**src/rtl/dff_bank_arbiter.sv**
```systemverilog
// -----------------------------------------------------------------------------
// dff_bank_arbiter
//
// Round-robin arbiter that shares one single-port bank of flip-flop registers
// among NREQ requesters. Each requester presents one read or write through a
// level req / pulsed ack handshake. One access runs at a time through the
// sequence IDLE -> GRANT -> ACCESS -> DONE, so acks are at least 4 cycles apart.
//
// Ports:
//   clk      clock, all state updates on the rising edge
//   rst_n    asynchronous active-low reset (clears FSM, outputs, pointer, bank)
//   req_i    per-requester request level
//   we_i     per-requester op, 1 = write, 0 = read
//   addr_i   per-requester address, requester i at [i*ADDR_W +: ADDR_W]
//   wdata_i  per-requester write data, requester i at [i*WIDTH +: WIDTH]
//   gnt_o    registered one-hot grant, high during GRANT, ACCESS and DONE
//   ack_o    registered one-hot completion pulse, high during DONE only
//   rdata_o  registered read data, updated only by reads
//   busy_o   high whenever the FSM is not in IDLE
// -----------------------------------------------------------------------------
module dff_bank_arbiter #(
    parameter int NREQ   = 4,
    parameter int WIDTH  = 8,
    parameter int ADDR_W = 2
) (
    input  logic                     clk,
    input  logic                     rst_n,
    input  logic [NREQ-1:0]          req_i,
    input  logic [NREQ-1:0]          we_i,
    input  logic [NREQ*ADDR_W-1:0]   addr_i,
    input  logic [NREQ*WIDTH-1:0]    wdata_i,
    output logic [NREQ-1:0]          gnt_o,
    output logic [NREQ-1:0]          ack_o,
    output logic [WIDTH-1:0]         rdata_o,
    output logic                     busy_o
);

    localparam int DEPTH = 2 ** ADDR_W;
    localparam int IDX_W = $clog2(NREQ);

    typedef enum logic [1:0] {
        IDLE   = 2'd0,
        GRANT  = 2'd1,
        ACCESS = 2'd2,
        DONE   = 2'd3
    } state_t;

    state_t              state_q, state_d;
    logic [NREQ-1:0]     gnt_q, gnt_d;
    logic [NREQ-1:0]     ack_q, ack_d;
    logic [WIDTH-1:0]    rdata_q, rdata_d;
    logic [IDX_W-1:0]    ptr_q, ptr_d;
    logic [IDX_W-1:0]    sel_q, sel_d;
    logic                we_q, we_d;
    logic [ADDR_W-1:0]   addr_q, addr_d;
    logic [WIDTH-1:0]    wdata_q, wdata_d;

    logic                bank_we;
    logic [WIDTH-1:0]    bank_rd [DEPTH];

    logic                win_found;
    logic [IDX_W-1:0]    win_idx;
    logic [IDX_W-1:0]    cand;

    // Round-robin search starting at ptr_q; the first requester found wins.
    always_comb begin
        win_found = 1'b0;
        win_idx   = ptr_q;
        cand      = ptr_q;
        for (int k = 0; k < NREQ; k++) begin
            cand = IDX_W'((int'(ptr_q) + k) % NREQ);
            if (!win_found && req_i[cand]) begin
                win_found = 1'b1;
                win_idx   = cand;
            end
        end
    end

    always_comb begin
        state_d = state_q;
        gnt_d   = gnt_q;
        ack_d   = '0;
        rdata_d = rdata_q;
        ptr_d   = ptr_q;
        sel_d   = sel_q;
        we_d    = we_q;
        addr_d  = addr_q;
        wdata_d = wdata_q;
        bank_we = 1'b0;

        case (state_q)
            IDLE: begin
                if (win_found) begin
                    sel_d   = win_idx;
                    gnt_d   = {{(NREQ-1){1'b0}}, 1'b1} << win_idx;
                    state_d = GRANT;
                end
            end
            GRANT: begin
                // Requester inputs are sampled only here; later changes are ignored.
                we_d    = we_i[sel_q];
                addr_d  = addr_i[int'(sel_q)*ADDR_W +: ADDR_W];
                wdata_d = wdata_i[int'(sel_q)*WIDTH +: WIDTH];
                state_d = ACCESS;
            end
            ACCESS: begin
                if (we_q) begin
                    bank_we = 1'b1;
                end else begin
                    rdata_d = bank_rd[addr_q];
                end
                // Registered so the pulse lands in the DONE cycle.
                ack_d   = gnt_q;
                state_d = DONE;
            end
            DONE: begin
                ptr_d   = (sel_q == IDX_W'(NREQ-1)) ? '0 : sel_q + 1'b1;
                gnt_d   = '0;
                state_d = IDLE;
            end
            default: begin
                gnt_d   = '0;
                state_d = IDLE;
            end
        endcase
    end

    always_ff @(posedge clk or negedge rst_n) begin
        if (!rst_n) begin
            state_q <= IDLE;
            gnt_q   <= '0;
            ack_q   <= '0;
            rdata_q <= '0;
            ptr_q   <= '0;
            sel_q   <= '0;
            we_q    <= 1'b0;
            addr_q  <= '0;
            wdata_q <= '0;
        end else begin
            state_q <= state_d;
            gnt_q   <= gnt_d;
            ack_q   <= ack_d;
            rdata_q <= rdata_d;
            ptr_q   <= ptr_d;
            sel_q   <= sel_d;
            we_q    <= we_d;
            addr_q  <= addr_d;
            wdata_q <= wdata_d;
        end
    end

    // Register bank: one flip-flop word per address, all cleared by reset.
    generate
        for (genvar gi = 0; gi < DEPTH; gi++) begin : g_bank
            logic [WIDTH-1:0] cell_q;

            always_ff @(posedge clk or negedge rst_n) begin
                if (!rst_n) begin
                    cell_q <= '0;
                end else if (bank_we && (addr_q == ADDR_W'(gi))) begin
                    cell_q <= wdata_q;
                end
            end

            assign bank_rd[gi] = cell_q;
        end
    endgenerate

    assign gnt_o   = gnt_q;
    assign ack_o   = ack_q;
    assign rdata_o = rdata_q;
    assign busy_o  = (state_q != IDLE);

endmodule
```
**config.mk**
```make
export PLATFORM = sky130hd
export DESIGN_NAME = dff_bank_arbiter
export DESIGN_NICKNAME = d
export VERILOG_FILES = /design/src/rtl/dff_bank_arbiter.sv
export SDC_FILE = /design/constraint.sdc
export NUM_CORES = 1
export LEC_CHECK = 0
export CORE_AREA = 2 2 92 94
export CTS_CLUSTER_SIZE = 8
export DETAILED_ROUTE_END_ITERATION = 6
export DIE_AREA = 0 0 94 96
export PLACE_DENSITY = 0.73
export SLEW_MARGIN = 20
export SYNTH_ARGS = -nofsm -noshare
export SYNTH_HDL_FRONTEND = slang
export SYNTH_SLANG_ARGS = --single-unit
```
**constraint.sdc**
```tcl
create_clock -name clk -period 1.9 [get_ports clk]
set_input_delay 0.38 -clock clk [delete_from_list [all_inputs] [get_ports clk]]
set_output_delay 0.38 -clock clk [all_outputs]
set_load 0.05 [all_outputs]
```
==> impl_results.md <==
- Cell family with most CP delay: buffers and inverters
- CP Cell Sequence: clkdlybuf4s50_1
- Register Area: 1627 um2
- Io pins: 67
- Syn nets: 258
- Via density: 5.013
- Multi-input logic area: between 1000 and 1500 um2
- CORE AREA: 8051 um2
- Post-synth cell types: 36
- Largest net degree at the start of global routing: 66
- H-tree levels: 3
- Largest family of logic cells by synthesized area: multiplexers
- # clock sinks: 65
- LEAKAGE: 1.863 nW
- Share of the synthesized area in the top cell type: between 50% and 60%
- Setup slack after layout: a little under 0.07 ns
- Most common cell after layout, fill and taps aside: dfrtp_1
- Power Density: 1612 nW/um2
- Post-synthesis mux area share: 33.25%
- Setup Viol. Count Final: 0
- Worst R2R Start: state_q[0]
- Drt drc: 0
- Final hold vios: 0
- Syn Inst Count: 202
- Gr ovfl total: 0
- Sequential share of the synthesized area: 52.21%
- Layout cells sized above 1: a little over two fifths
- Gpl congestion: 0.7862
- Clock transition at path regs: ~0.07 ns
- Area grow syn2layout: 36.18%
- Worst-Margin Slew: around 0.55 ns
- FP Rows: 33
- Post-route ant nets: 0
- Area share of and/or/nand/nor cells after synthesis: 6.667%
- Worst R2R Setup Slack: 0.17 ns
- Crit path buf inv count: 1
- CTS max path bufs: 2
- Max_cap viols: 0
- Root Driver: clkbuf_8
- Hold Slack: 0.02825 ns
- Final min period: 1.831 ns
- Cell Area, Synth: about 3100 um2
- Status: complete, no violations
- Top cells by area, synth: dfrtp_1 52%, mux2_2 19%, mux4_2 14%, ha_1 2.4%, o21ai_0 0.96%
- Routed wire per std cell: roughly 14 um
- Routed wire length: ~5700 um
- R2R cell count: 6
- Clock latency on the worst-skew pair: 0.34 ns
- Slowest stage delay, CP: around 0.79 ns
- Cell Area, Placed: 4014 um2
- Startpoint types: register
- Syn avg cell area: roughly 15 um2
- Crit path arrival time: 1.45 ns
- Design Power: 6.839 mW
- GR Util All Layers: 14.38%
- Fin nets: 346
- Max Clock Freq: ~0.55 GHz
- # fillers: roughly 700
- Synth Area in Compound Gates: 3.936%
- Vias: 2005
- Critical path class: reg -> out
- Nature of the critical path endpoint: primary output
- Worst setup path endpoint: ack_o[0]
- I/O Buffers: 66
- Total CTS buffers: 9
- Post-Synth Adder-Cell Area: 2.410%
- DR iter-0 viols: between 70 and 80
- Fin area: 4243 um2
- Most frequent cells in the layout: 65 x dfrtp_1, 53 x mux2_2, 52 x clkdlybuf4s50_1
- Stages on the worst setup path: 1
- TritonCTS clock tree: built
- HPWL after DPL: between 4000 and 5000 um
- Die W: between 90 and 100 um
- Final Skew: 0.006140 ns
- Die area: 9024 um2
- Antenna violations before repair: 0
- First-pass GRT wire length: slightly below 10000 um
- Post-synth top area cell: dfrtp_1
- 1st-pass router iterations: 4
- Starting Density: 38.69%
- CTS Hold Bufs: 0
- Place WS: -0.1014 ns
- CP max FO: 1
- RSZ-0062 raised after global routing: false
- Xor/xnor share of the synthesized area: 0%
- Part of the cycle the worst path needs: between 90% and 100%
- #FFs+latches synth: 65
- Post-CTS setup buffers: 0
- Vias in the first global route: about 2100
- Die Y: 96 um
- Worst path slowest cell: clkdlybuf4s50_1
- Launch point of the critical path: ack_o[0]
- Ant. Diodes: 0
- Reg-to-reg endpoint: gnt_o[1]
- Peak supply drop: 0.5234 mV
- Worst slew margin: 63.14%
- YS warnings: 0
- WP data required: 1.52 ns
- Final Slew Violations: 0
- Worst Hold Class: in -> async
## cell families (layout without fill, tap and decap cells)
| logic type | after synthesis | after routing |
|---|---|---|
| fa+ha+maj | 6 | 6 |
| flops | 65 | 65 |
| compound gates | 19 | 19 |
| buf+inv | 10 | 103 |
| mux | 73 | 73 |
| simple gates | 29 | 29 |
## worst min-delay path by stage
| stage | cells past startpoint | from | endpoint |
|---|---|---|---|
| 3_5_place_dp | 2 | rst_n | ptr_q[1] |
| 2_1_floorplan | 0 | rst_n | ack_o[0] |
| 4_1_cts | 2 | rst_n | gnt_o[3] |
| 5_1_grt | 2 | rst_n | g_bank[0].cell_q[7] |
| 6_report | 2 | rst_n | ptr_q[1] |
| 3_3_place_gp | 2 | rst_n | ptr_q[1] |
## sequential cells by signal, indices dropped and copies added, names as in the netlist
name and flops:
g_bank.cell_q 32, rdata_o 8, wdata_q 8, ack_o 4
gnt_o 4, addr_q 2, ptr_q 2, sel_q 2
state_q 2, we_q 1
## area by class of cell
type                            count  share of cell area (%)
Multi-Input combinational cell    127                   33.97
Clock buffer                       10                   3.244
Inverter                            3                  0.2654
Tap cell                          105                   3.096
Timing Repair Buffer               84                   18.93
Sequential cell                    65                   38.34
Clock inverter                      6                   2.153
## metrics by stage
step | cells | util, % | TNS, ns
5_1_grt | 400 | 52.70 | 0
3_3_place_gp | 384 | 49.85 | -0.2860
2_1_floorplan | 202 | - | 0
3_5_place_dp | 384 | 49.85 | -0.5363
6_report | 400 | 52.70 | 0
4_1_cts | 400 | 52.67 | 0
## per-layer routing
metal / GRT usage, % / routed length, um / vias up
met4: 7.246 / 128 / 0
met3: 3.211 / 228 / 9
li1: - / - / 946
met2: 23.69 / 2848 / 50
met5: 0 / 0 / -
met1: 17.93 / 2526 / 1000
## what timing repair did
action | 4_1_cts | 5_1_grt
resized for setup | 2 | 1
endpoints found under the setup margin | 2 | 1
cloned | 0 | 0
## synth_stat cells
cell / count
dfrtp_1: 65
mux2_2: 53
mux4_2: 19
ha_1: 6
o21ai_0: 6
and2_1: 4
nand2_1: 4
nor2_1: 4
nor2b_1: 4
a21oi_1: 3
inv_1: 3
buf_2: 2
buf_4: 2
clkbuf_1: 2
nor3_1: 2
o21ai_1: 2
or4_4: 2
a21bo_1: 1
a21boi_0: 1
a21o_1: 1
and3b_1: 1
buf_1: 1
mux2_1: 1
nand2b_1: 1
nand3_1: 1
nand4_2: 1
nand4b_2: 1
nor2_4: 1
nor3_4: 1
o21a_1: 1
o21ai_2: 1
o21ba_1: 1
o31ai_1: 1
o41ai_1: 1
or2_1: 1
or4b_4: 1
## where the power goes
group / internal (mW) / switching, mW / leakage (nW) / total (mW)
Clock: 0.778 / 0.528 / 0.116 / 1.31
Sequential: 2.03 / 0.489 / 0.805 / 2.52
Combinational: 1.68 / 1.34 / 0.942 / 3.02
Power figures use the tool's default switching activity.
